==> src/rtl/mtx_sync_seq.sv <==
// mtx_sync_seq: multi-channel TX sync sequencer (PRE/MARK/BLANK/SETTLE then RUN) gating NCH IQ channels.
// Optional MTX_SYNC_SEQ_EXT_TRIG_EN: start on synchronised ext_trig rising edge qualified by sync_ready.
module mtx_sync_seq #(
  parameter int DATA_WIDTH = 16,
  parameter int NCH = 2,
  parameter int CNT_WIDTH = 24,
  parameter int GPIO_REG_WIDTH = 12,
  parameter logic [GPIO_REG_WIDTH-1:0] SYNC_MASK = 12'h001,
  parameter logic [GPIO_REG_WIDTH-1:0] TX_MASK = 12'h010
) (
  input  logic                      clk,
  input  logic                      reset_n,
  input  logic                      sync_ready,
  input  logic                      ext_trig,
  input  logic [CNT_WIDTH-1:0]      sync_len,
  input  logic [NCH-1:0]            ch_en,
  input  logic [NCH*DATA_WIDTH-1:0] in_i,
  input  logic [NCH*DATA_WIDTH-1:0] in_q,
  output logic [NCH*DATA_WIDTH-1:0] out_i,
  output logic [NCH*DATA_WIDTH-1:0] out_q,
  output logic                      out_valid,
  output logic                      srst,
  output logic [GPIO_REG_WIDTH-1:0] gpio_out,
  output logic                      busy,
  output logic [2:0]                state
);
  localparam logic [2:0] IDLE = 3'd0, PRE = 3'd1, MARK = 3'd2, BLANK = 3'd3, SETTLE = 3'd4, RUN = 3'd5;
  logic                      s, live, last;
  logic [CNT_WIDTH-1:0]      cnt, len;
  logic [NCH-1:0]            ch_l;
  logic [NCH*DATA_WIDTH-1:0] ni, nq;
`ifdef MTX_SYNC_SEQ_EXT_TRIG_EN
  logic t_meta, t_sync, t_prev;
  always_ff @(posedge clk or negedge reset_n)
    if (!reset_n) {t_meta, t_sync, t_prev} <= '0;
    else {t_meta, t_sync, t_prev} <= {ext_trig, t_meta, t_sync};
  assign s = t_sync & ~t_prev & sync_ready;
`else
  logic sr_prev, unused_trig;
  always_ff @(posedge clk or negedge reset_n)
    if (!reset_n) sr_prev <= 1'b0;
    else sr_prev <= sync_ready;
  assign s = sync_ready & ~sr_prev;
  assign unused_trig = ext_trig;
`endif
  assign busy = state >= PRE && state <= SETTLE;
  assign srst = state <= BLANK;
  assign live = state == PRE || state == MARK || state == SETTLE || state == RUN;
  assign last = cnt == len;
  always_ff @(posedge clk or negedge reset_n)
    if (!reset_n) begin
      state <= IDLE;
      cnt <= '0;
      len <= '0;
      ch_l <= '0;
    end else if (s && (state == IDLE || state == RUN)) begin
      state <= PRE;
      cnt <= CNT_WIDTH'(1);
      len <= sync_len == '0 ? CNT_WIDTH'(1) : sync_len;
      ch_l <= ch_en;
    end else if (busy) begin
      state <= last ? state + 3'd1 : state;
      cnt <= last ? CNT_WIDTH'(1) : cnt + CNT_WIDTH'(1);
    end
  always_comb begin
    ni = '0;
    nq = '0;
    for (int k = 0; k < NCH; k++) begin
      ni[k*DATA_WIDTH +: DATA_WIDTH] = live && ch_l[k] ? in_i[k*DATA_WIDTH +: DATA_WIDTH] : '0;
      nq[k*DATA_WIDTH +: DATA_WIDTH] = live && ch_l[k] ? in_q[k*DATA_WIDTH +: DATA_WIDTH] : '0;
    end
  end
  always_ff @(posedge clk or negedge reset_n)
    if (!reset_n) begin
      out_i <= '0;
      out_q <= '0;
      out_valid <= 1'b0;
      gpio_out <= '0;
    end else begin
      out_i <= ni;
      out_q <= nq;
      out_valid <= live;
      gpio_out <= (state == MARK || state == BLANK ? SYNC_MASK : '0) | (live && |ch_l ? TX_MASK : '0);
    end
endmodule

==> config.mk <==
export PLATFORM = sky130hd
export DESIGN_NAME = mtx_sync_seq
export DESIGN_NICKNAME = d
export VERILOG_FILES = /design/src/rtl/mtx_sync_seq.sv
export SDC_FILE = /design/constraint.sdc
export NUM_CORES = 1
export LEC_CHECK = 0
export CORE_MARGIN = 1.5
export CORE_UTILIZATION = 41
export CTS_CLUSTER_SIZE = 10
export DETAILED_ROUTE_END_ITERATION = 10
export PLACE_DENSITY = 0.87
export SLEW_MARGIN = 0
export SYNTH_ARGS = -nofsm -noshare
export SYNTH_HDL_FRONTEND = slang
export SYNTH_SLANG_ARGS = --single-unit
==> constraint.sdc <==
create_clock -name clk -period 2 [get_ports clk]
set_input_delay 0.4 -clock clk [delete_from_list [all_inputs] [get_ports clk]]
set_output_delay 0.4 -clock clk [all_outputs]
set_load 0.05 [all_outputs]
==> qor.tcl, run 1 <==
set qor(pin_count) 176
set qor(timing.setup.tns_ns) -8.175
set qor(finalHoldViolations) 0
set qor(fill_cells) 856
set qor(report.final.setup_viol) 51
set qor(worst_r2r_startpoint) {state[0]}
set qor(final.period_utilization_pct) 116.2
set qor(diodes_inserted) 0
set qor(drtPass1Iterations) 4
set qor(routed_via_density) 5.040
set qor(routed_wirelength_um) 14130
set qor(num_rows) 40
set qor(edff_count_synth) 0
set qor(cts_tree) {yes}
set qor(netlist_area_sq_um) 5075
set qor(grt_setup_unrepaired) {yes}
set qor(start_util_pct) 42.07
set qor(worstPathCellList) {ha_4 > or4_4 > buf_6 > nand2_4 > clkinv_4 > buf_8}
set qor(finalNonFillerCells) 805
set qor(placedInstanceArea_sq_um) 7043
set qor(clk_pin_slew_worst_paths_ns) 0.05
set qor(irDropWorstVdd_mv) 0.4956
set qor(yosysWarningCount) 0
set qor(post_synth.cell_area_avg_sq_um) 12.20
set qor(cpMaxStageDelayCell) {dfrtp_4}
set qor(register_area_sq_um) 3034
set qor(hold_path.class) {primary input to asynchronous set/reset pin}
set qor(finalClockSkew_ns) 0.008317
set qor(arrival_ns) 1.92
set qor(timing.final.crit_period_ns) 2.324
set qor(drc_errors) 0
set qor(cells_after_synthesis) 416
set qor(status) {finished with violations}
set qor(async_flop_share_pct) 100.0
set qor(worst-r2r-setup-slack_ns) -0.28
set qor(placedCellCount) 750
set qor(layout-drive-gt1-share_pct) 25.59
set qor(delay_contributed_by_the_slowest_stage_of_the_critical_path_ns) 0.51
set qor(dp.final_hpwl_um) 9318
set qor(worst-setup-path-type) {flip-flop to output pin}
set qor(via_count_of_the_first_global_routing_pass) 4223
set qor(cell_type_group_with_the_largest_total_delay_on_the_critical_path) {flip-flops}
set qor(worst_slew_pin_slew_ns) 0.8876
set qor(die_x_um) 114.3
set qor(static-leakage-power_nw) 4.219
set qor(finish.net_count) 724
set qor(initial_antenna_violation_count) 0
set qor(max_cap_viol_count) 0
set qor(sequential_cell_area_fraction_in_the_yosys_report_pct) 59.66
set qor(insertion_delay_ns) 0.42
set qor(finalMaxSlewViolations) 0
set qor(dp_slack_ns) -0.1053
set qor(cts_buffers) 17
set qor(clock-root-buffer) {clkbuf_16}
set qor(antenna_left) 0
set qor(whs_ns) 0.5178
set qor(worst_ep_required_time_ns) 1.60
set qor(critical_path_peak_fanout) 4
set qor(postSynthRegisterBits) 121
set qor(place_congestion) 0.8834
set qor(final_ws_setup_ns) -0.3245
set qor(worstSetupStartpointType) {flip-flop}
set qor(worst_setup_path_startpoint) {state[0]}
set qor(violations) {negative setup slack}
set qor(power_density_nw_per_um2) 747.9
set qor(top_ff_cell_synth) {dfrtp_1}
set qor(timing.rr.end) {cnt[8]}
set qor(port_buffers) 164
set qor(buffer_and_inverter_count_on_the_worst_path) 3
set qor(postLayoutCellArea_sq_um) 8214
set qor(grtUsageTotal_pct) 21.43
set qor(vias) 4057
set qor(cts.sinks) 121
set qor(achievable-frequency_ghz) 0.4302
set qor(worstSetupEndpointType) {output pin}
set qor(grt_first_pass_wirelength_um) 20850
set qor(synth.distinct_cells) 41
set qor(die_area_sq_um) 13050
set qor(average_wire_per_standard_cell_um) 17.55
set qor(worst-r2r-cell-count) 12
set qor(area_taken_by_multi_input_logic_gates_sq_um) 2083
set qor(finalCoreUtilization_pct) 68.10
set qor(p_total_mw) 6.144
set qor(grt_overflow) 0
set qor(clock_path_buffers) 2
set qor(placeableCoreArea_sq_um) 12060
set qor(floorplan.die.height_um) 114.3
set qor(detailedRoute.firstIterationViolations) 288
set qor(timing.max_slew.rel_slack_pct) 40.83
set qor(syn2layout_area_growth_pct) 61.86
set qor(maximum_number_of_pins_on_one_net_before_global_route_repair) 67
set qor(ctsHtreeMaxLevel) 4
synth_stat cells, types with 2 or more instances:
master | n | area [sq um]
xor2_1 | 24 | 210.2
a31oi_1 | 4 | 25.02
and2_1 | 2 | 12.51
o21ai_0 | 6 | 30.03
nand2_1 | 7 | 26.28
dfrtp_1 | 121 | 3028
nand3_1 | 5 | 25.02
mux2_2 | 26 | 292.8
ha_1 | 6 | 75.07
nor2b_1 | 3 | 18.77
or2_2 | 3 | 18.77
nor2_1 | 17 | 63.81
and3b_1 | 2 | 17.52
o21ai_1 | 5 | 25.02
or3_1 | 9 | 56.30
and4_1 | 4 | 35.03
and3_1 | 68 | 425.4
nor4_1 | 11 | 68.82
a21oi_1 | 10 | 50.05
nand4_4 | 2 | 42.54
clkbuf_1 | 14 | 52.55
buf_2 | 6 | 30.03
inv_1 | 6 | 22.52
xnor2_1 | 14 | 122.6
buf_4 | 11 | 82.58
nand4_1 | 13 | 81.33
nor3_1 | 3 | 15.01
cell families (layout without fill, tap and decap cells):
| group | after synthesis | count (layout) | synth area share, % |
|---|---|---|---|
| simple gates | 154 | 154 | 18.81 |
| other cells | 1 | 10 | 0.07389 |
| mux | 26 | 26 | 5.769 |
| flops | 121 | 121 | 59.66 |
| fa+ha+maj | 6 | 6 | 1.479 |
| compound gates | 31 | 31 | 3.649 |
| xor+xnor | 38 | 38 | 6.558 |
| buf+inv | 39 | 251 | 3.994 |
area by class of cell:
cell class | instances | area share (%)
sequential | 121 | 36.94
timing repair buffer | 212 | 26.72
multi-input combinational | 265 | 25.36
clock buffer | 18 | 5.347
clock inverter | 14 | 2.666
tap | 168 | 2.559
inverter | 7 | 0.4113
metal layers:
layer,vias to the layer above,GRT usage (%),wire length (um)
li1,1871,-,-
met1,2022,24.75,5543
met2,134,36.22,7497
met3,30,6.247,720
met4,0,11.25,366
met5,-,0,0
state kept, by name (all words and copies together), names as in the netlist:
register	count
ch_l	2
cnt	24
gpio_out	2
len	24
out_i	32
out_q	32
out_valid	1
sr_prev	1
state	3
where the power goes:
part	switching [mW]	internal (mW)	total, mW
Sequential	0.000653	2.45	2.45
Clock	1.15	2.25	3.40
Combinational	0.125	0.171	0.296
layout by cell type, fill, tap and decap left out, drive strengths merged, types with 4 or more instances in the layout:
cell	netlist	routed
clkdlybuf4s50	0	143
dfrtp	121	121
and3	68	68
buf	18	52
mux2	26	26
xor2	24	24
clkbuf	14	19
nor2	17	17
nand4	15	15
xnor2	14	14
dlymetal6s2s	0	13
nor4	11	11
a21oi	11	11
o21ai	11	11
conb	1	10
or3	9	9
inv	6	9
nand2	7	7
nand3	6	6
ha	6	6
bufinv	0	5
and4	5	5
clkinv	1	5
a31oi	4	4
worst max-delay path by stage:
stage	end	slack (ns)	depth (start not counted)
floorplan	cnt[16]	-0.06	8
global placement	cnt[20]	-0.05	6
detailed placement	cnt[23]	-0.11	6
CTS	busy	-0.32	6
global route	busy	-0.38	6
finish	busy	-0.32	6
timing repair:
item / CTS / global route
endpoints found under the hold margin: 37 / 0
pin swaps: 9 / 7
buffers inserted: 15 / 7
resized for setup: 34 / 56
hold buffers: 1 / 0
endpoints found under the setup margin: 26 / 132
gates cloned: 3 / 1
Power figures use the tool's default switching activity.
==> inputs of run 2 (changes only) <==
--- a/config.mk
+++ b/config.mk
@@ -10,6 +10,7 @@
 export CTS_CLUSTER_SIZE = 10
 export DETAILED_ROUTE_END_ITERATION = 10
 export PLACE_DENSITY = 0.87
+export SETUP_SLACK_MARGIN = 0.2
 export SLEW_MARGIN = 0
 export SYNTH_ARGS = -nofsm -noshare
 export SYNTH_HDL_FRONTEND = slang
==> qor.tcl, run 2 (same netlist as run 1, synthesis figures left out) <==
set qor(grt_first_pass_wirelength_um) 22890 ;# +9.8%
set qor(worstPathCellList) {buf_6 > inv_4 > ha_4 > or2b_1 > nand2_4 > buf_6 > buf_6 > or3_4 > o21ai_4 > buf_6 > buf_12 > buf_12 > nor2_1}
set qor(worst_r2r_startpoint) {state[0]}
set qor(irDropWorstVdd_mv) 0.7636 ;# +54%
set qor(worst_ep_required_time_ns) 2.29 ;# +0.69 ns
set qor(arrival_ns) 2.65 ;# +0.73 ns
set qor(num_rows) 40 ;# unchanged
set qor(grt_overflow) 0 ;# unchanged
set qor(placeableCoreArea_sq_um) 12060 ;# unchanged
set qor(finalMaxSlewViolations) 0 ;# unchanged
set qor(layout-drive-gt1-share_pct) 32.87 ;# +7.3 points
set qor(violations) {negative setup slack}
set qor(diodes_inserted) 0 ;# unchanged
set qor(dp_slack_ns) -0.1109 ;# -0.005618 ns
set qor(mostFrequentLayoutCells) {dfrtp_1, clkdlybuf4s50_1, dlygate4sd2_1, and3_4, and3_1}
set qor(worst-r2r-setup-slack_ns) -0.36 ;# -0.08 ns
set qor(layout.cells.most_common) {dfrtp_1}
set qor(die_x_um) 114.3 ;# unchanged
set qor(route.met2.wl_um) 8585 ;# +15%
set qor(top_regs) {out_i: 32 flops, out_q: 32 flops}
set qor(dp.final_hpwl_um) 9363 ;# +0.49%
set qor(clock-root-buffer) {clkbuf_16}
set qor(insertion_delay_ns) 0.41 ;# about the same
set qor(vias) 4339 ;# +7.0%
set qor(hold_path.class) {primary input to asynchronous set/reset pin}
set qor(grtUsageTotal_pct) 23.45 ;# +2.0 points
set qor(max_cap_viol_count) 0 ;# unchanged
set qor(start_util_pct) 42.07 ;# unchanged
set qor(critical_path_peak_fanout) 6 ;# +2
set qor(maximum_number_of_pins_on_one_net_before_global_route_repair) 67 ;# unchanged
set qor(placedInstanceArea_sq_um) 7082 ;# +0.55%
set qor(achievable-frequency_ghz) 0.4236 ;# -1.5%
set qor(delay_contributed_by_the_slowest_stage_of_the_critical_path_ns) 0.51 ;# about the same
set qor(power_density_nw_per_um2) 679.9 ;# -9.1%
set qor(worst-r2r-cell-count) 13 ;# +1
set qor(finish.net_count) 742 ;# +2.5%
set qor(antenna_left) 0 ;# unchanged
set qor(die_area_sq_um) 13050 ;# unchanged
set qor(clk_pin_slew_worst_paths_ns) 0.06 ;# about the same
set qor(clock_path_buffers) 2 ;# unchanged
set qor(dr.max_layer_used) {met4}
set qor(final.period_utilization_pct) 118.0 ;# +1.8 points
set qor(worst-setup-path-type) {flip-flop to flip-flop}
set qor(p_total_mw) 5.885 ;# -4.2%
set qor(grt_setup_unrepaired) {yes}
set qor(place_congestion) 0.8203 ;# -7.1%
set qor(whs_ns) 0.4843 ;# -0.03353 ns
set qor(finalCoreUtilization_pct) 71.76 ;# +3.7 points
set qor(cts_tree) {yes}
set qor(fill_cells) 801 ;# -6.4%
set qor(timing.setup.tns_ns) -15.05 ;# -6.874 ns
set qor(cpMaxStageDelayCell) {dfrtp_4}
set qor(wl_met3_um) 1025 ;# +42%
set qor(met1_length_um) 6419 ;# +16%
set qor(routed_via_density) 5.279 ;# +4.7%
set qor(drtPass1Iterations) 4 ;# unchanged
set qor(crit_top_cell) {buf_6}
set qor(status) {finished with violations}
set qor(finalHoldViolations) 0 ;# unchanged
set qor(static-leakage-power_nw) 4.399 ;# +4.3%
set qor(drc_errors) 0 ;# unchanged
set qor(cell_type_group_with_the_largest_total_delay_on_the_critical_path) {buffers and inverters}
set qor(cts.sinks) 121 ;# unchanged
set qor(pin_count) 176 ;# unchanged
set qor(worst_slew_pin_slew_ns) 1.043 ;# +0.1550 ns
set qor(buffer_and_inverter_count_on_the_worst_path) 7 ;# +4
set qor(cts_buffers) 17 ;# unchanged
set qor(floorplan.die.height_um) 114.3 ;# unchanged
set qor(average_wire_per_standard_cell_um) 20.29 ;# +16%
set qor(worstSetupEndpointType) {flip-flop}
set qor(ctsHtreeMaxLevel) 4 ;# unchanged
set qor(report.final.setup_viol) 55 ;# +7.8%
set qor(routed_wirelength_um) 16680 ;# +18%
set qor(syn2layout_area_growth_pct) 70.56
set qor(port_buffers) 164 ;# unchanged
set qor(detailedRoute.firstIterationViolations) 293 ;# +1.7%
set qor(via_count_of_the_first_global_routing_pass) 4339 ;# +2.7%
set qor(final_ws_setup_ns) -0.3608 ;# -0.03636 ns
set qor(initial_antenna_violation_count) 0 ;# unchanged
set qor(placedCellCount) 753 ;# +0.40%
set qor(postLayoutCellArea_sq_um) 8656 ;# +5.4%
set qor(finalNonFillerCells) 822 ;# +2.1%
set qor(timing.final.crit_period_ns) 2.361 ;# +0.03636 ns
set qor(finalClockSkew_ns) 0.009808 ;# +0.001491 ns
set qor(timing.rr.end) {cnt[6]}
set qor(timing.max_slew.rel_slack_pct) 30.49 ;# -10 points
set qor(worstSetupStartpointType) {flip-flop}
set qor(cp_num_cells) 13 ;# +7
==> run 2: cell types whose count changed in the layout (fill, tap and decap cells not counted), sizes merged, moves of 2 or more <==
cell	change
dlygate4sd2	+65
clkdlybuf4s50	-52
dlymetal6s2s	-13
buf	+11
clkbuf	+11
inv	-3
bufinv	-2
==> run 2: timing repair <==
action / 4_1_cts / 5_1_grt
setup endpoints to repair: 122 / 120
buffers inserted: 15 / 5
pin swaps: 26 / 31
hold endpoints to repair: 31 / 0
hold buffers: 1 / 0
gates cloned: 6 / 11
resized for setup: 120 / 69
==> run 2: how the worst max path moves through the flow <==
stage                    start  endpoint  slack (ns)
floorplan             state[1]   cnt[16]       -0.06
global placement    sync_ready   cnt[23]       -0.07
detailed placement  sync_ready   cnt[23]       -0.11
CTS                   state[0]      busy       -0.33
global route          state[0]   cnt[13]       -0.41
finish                state[0]    cnt[6]       -0.36
==> run 2: area by class of cell <==
cell class                 instances  area (sq um)  area share [%]
timing repair buffer             228          2441           28.20
sequential                       121          3034           35.05
multi-input combinational        267          2338           27.02
inverter                           7         33.78          0.3903
clock buffer                      24         481.7           5.565
tap                              168         210.2           2.428
clock inverter                     7         116.4           1.344
==> run 2: routing by layer <==
layer  vias up  track usage (%)
li1       1923                -
met4         0            12.25
met2       205            39.80
met1      2167            27.42
met3        44            6.141
met5         -                0
==> run 2: power by group <==
part	internal, mW	switching, mW
Clock	2.05	1.08
Combinational	0.170	0.131
Sequential	2.45	0.000770
Total	4.67	1.21
==> inputs of run 3 (changes only) <==
--- a/config.mk
+++ b/config.mk
@@ -9,6 +9,7 @@
 export CORE_UTILIZATION = 41
 export CTS_CLUSTER_SIZE = 10
 export DETAILED_ROUTE_END_ITERATION = 10
+export GPL_TIMING_DRIVEN = 0
 export PLACE_DENSITY = 0.87
 export SETUP_SLACK_MARGIN = 0.2
 export SLEW_MARGIN = 0
==> qor.tcl, run 3 (same netlist as run 1, synthesis figures left out) <==
set qor(timing.final.crit_period_ns) 2.287 ;# -0.07365 ns
set qor(insertion_delay_ns) 0.42 ;# about the same
set qor(port_buffers) 164 ;# unchanged
set qor(layout-drive-gt1-share_pct) 24.16 ;# -8.7 points
set qor(cpMaxStageDelayCell) {dfrtp_4}
set qor(initial_antenna_violation_count) 0 ;# unchanged
set qor(delay_contributed_by_the_slowest_stage_of_the_critical_path_ns) 0.51 ;# about the same
set qor(placedCellCount) 758 ;# +0.66%
set qor(average_wire_per_standard_cell_um) 18.52 ;# -8.7%
set qor(max_cap_viol_count) 0 ;# unchanged
set qor(worstSetupEndpointType) {output pin}
set qor(clock_path_buffers) 2 ;# unchanged
set qor(routed_via_density) 5.138 ;# -2.7%
set qor(grt_first_pass_wirelength_um) 22980 ;# +0.39%
set qor(report.final.setup_viol) 104 ;# +89%
set qor(hold_path.class) {primary input to asynchronous set/reset pin}
set qor(antenna_left) 0 ;# unchanged
set qor(p_total_mw) 6.111 ;# +3.8%
set qor(status) {finished with violations}
set qor(finalMaxSlewViolations) 0 ;# unchanged
set qor(timing.max_slew.rel_slack_pct) 63.09 ;# +33 points
set qor(via_count_of_the_first_global_routing_pass) 4414 ;# +1.7%
set qor(internal_power_mw) 4.902 ;# +4.9%
set qor(worst_slew_pin_slew_ns) 0.5486 ;# -0.4940 ns
set qor(dp.final_hpwl_um) 9615 ;# +2.7%
set qor(vias) 4244 ;# -2.2%
set qor(timing.setup.tns_ns) -9.876 ;# +5.173 ns
set qor(clk_pin_slew_worst_paths_ns) 0.06 ;# about the same
set qor(clockPowerShare_pct) 54.9 ;# +1.7 points
set qor(syn2layout_area_growth_pct) 62.92
set qor(worst_ep_required_time_ns) 1.60 ;# -0.69 ns
set qor(drtPass1Iterations) 5 ;# +1
set qor(arrival_ns) 1.89 ;# -0.76 ns
set qor(dp_slack_ns) -0.5238 ;# -0.4129 ns
set qor(power.switching_mw) 1.209 ;# -0.45%
set qor(diodes_inserted) 0 ;# unchanged
set qor(seq_power_share_pct) 40.1 ;# -1.6 points
set qor(irDropWorstVdd_mv) 0.5265 ;# -31%
set qor(detailedRoute.firstIterationViolations) 261 ;# -11%
set qor(share_comb_of_total_power_pct) 5.0 ;# about the same
set qor(layout.cells.most_common) {dfrtp_1}
set qor(cts_tree) {yes}
set qor(mostFrequentLayoutCells) {dfrtp_1, clkdlybuf4s50_1, and3_1, dlygate4sd2_1, buf_4}
set qor(grt_overflow) 0 ;# unchanged
set qor(finalHoldViolations) 0 ;# unchanged
set qor(violations) {negative setup slack}
set qor(die_x_um) 114.3 ;# unchanged
set qor(cts_buffers) 17 ;# unchanged
set qor(routed_wirelength_um) 15300 ;# -8.3%
set qor(final_ws_setup_ns) -0.2872 ;# +0.07365 ns
set qor(critical_path_peak_fanout) 4 ;# -2
set qor(finalClockSkew_ns) 0.007460 ;# -0.002348 ns
set qor(num_rows) 40 ;# unchanged
set qor(static-leakage-power_nw) 4.442 ;# +0.96%
set qor(placeableCoreArea_sq_um) 12060 ;# unchanged
set qor(placedInstanceArea_sq_um) 7051 ;# -0.44%
set qor(place_congestion) 0.8619 ;# +5.1%
set qor(worstPathCellList) {buf_6 > or4_4 > nand2_4 > clkinv_4 > buf_8}
set qor(die_area_sq_um) 13050 ;# unchanged
set qor(floorplan.die.height_um) 114.3 ;# unchanged
set qor(pin_count) 176 ;# unchanged
set qor(grt_setup_unrepaired) {yes}
set qor(finish.net_count) 745 ;# +0.40%
set qor(final.period_utilization_pct) 114.4 ;# -3.7 points
set qor(worst-setup-path-type) {flip-flop to output pin}
set qor(cts.sinks) 121 ;# unchanged
set qor(clock-root-buffer) {clkbuf_16}
set qor(worstSetupStartpointType) {flip-flop}
set qor(achievable-frequency_ghz) 0.4372 ;# +3.2%
set qor(postLayoutCellArea_sq_um) 8268 ;# -4.5%
set qor(power_switching_share_pct) 19.78 ;# -0.85 points
set qor(start_util_pct) 42.07 ;# unchanged
set qor(drc_errors) 0 ;# unchanged
set qor(top_regs) {out_i: 32 flops, out_q: 32 flops}
set qor(ctsHtreeMaxLevel) 4 ;# unchanged
set qor(grtUsageTotal_pct) 23.68 ;# +0.23 points
set qor(power_density_nw_per_um2) 739.1 ;# +8.7%
set qor(maximum_number_of_pins_on_one_net_before_global_route_repair) 96 ;# +43%
set qor(finalNonFillerCells) 826 ;# +0.49%
## run 3: routing by layer
| layer | GRT usage, % | up-vias | routed length (um) |
|---|---|---|---|
| met5 | 0 | - | 0 |
| met4 | 13.00 | 0 | 496 |
| met3 | 6.247 | 40 | 955 |
| met2 | 40.40 | 186 | 8081 |
| met1 | 27.21 | 2100 | 5767 |
| li1 | - | 1918 | - |
## run 3: final timing paths
kind	end	cells after the start	start	slack [ns]
min in group clk	sr_prev	1	sync_ready	0.52
hold reg to reg	len[12]	1	len[12]	0.53
hold / removal	cnt[1]	2	reset_n	0.42
setup / recovery	busy	5	state[0]	-0.29
setup reg to reg	cnt[11]	6	cnt[19]	-0.25
max in group asynchronous	cnt[21]	3	reset_n	0.82
## run 3: stage by stage
stage | hold WS (ns) | utilization, %
CTS | 0.4247 | 67.50
global route | 0.4440 | 68.55
global placement | 0.5136 | 58.22
floorplan | 0.1044 | -
detailed placement | 0.2930 | 58.45
finish | 0.4217 | 68.55
## run 3: layout make-up
cell class / instances / area (sq um)
Fill cell: 830 / 3794
Tap cell: 168 / 210.2
Sequential cell: 121 / 3034
Inverter: 7 / 33.78
Multi-Input combinational cell: 266 / 2059
Clock buffer: 24 / 471.7
Timing Repair Buffer: 200 / 1993
Clock inverter: 8 / 167.7
Buffer: 32 / 297.8
## run 3: repair_timing
action	4_1_cts	5_1_grt
cloned	8	0
pin swaps	13	10
hold buffers	1	0
resized for setup	154	26
hold endpoints to repair	26	0
setup buffers	19	8
setup endpoints to repair	165	122
## run 3: worst max-delay path: cells and delay by family, from the launching register on
kind,cells,cell delay [ns]
flip-flops,1,0.51
AND/OR/NAND/NOR,2,0.62
buffers and inverters,3,0.33
## run 3: power groups by stage
stage	sequential, mW	clock (mW)	combinational [mW]
floorplan	2.49	0	0.0599
global placement	2.50	0	0.291
detailed placement	2.49	0	0.305
CTS	2.45	3.36	0.309
global route	2.45	3.50	0.329
finish	2.45	3.35	0.306
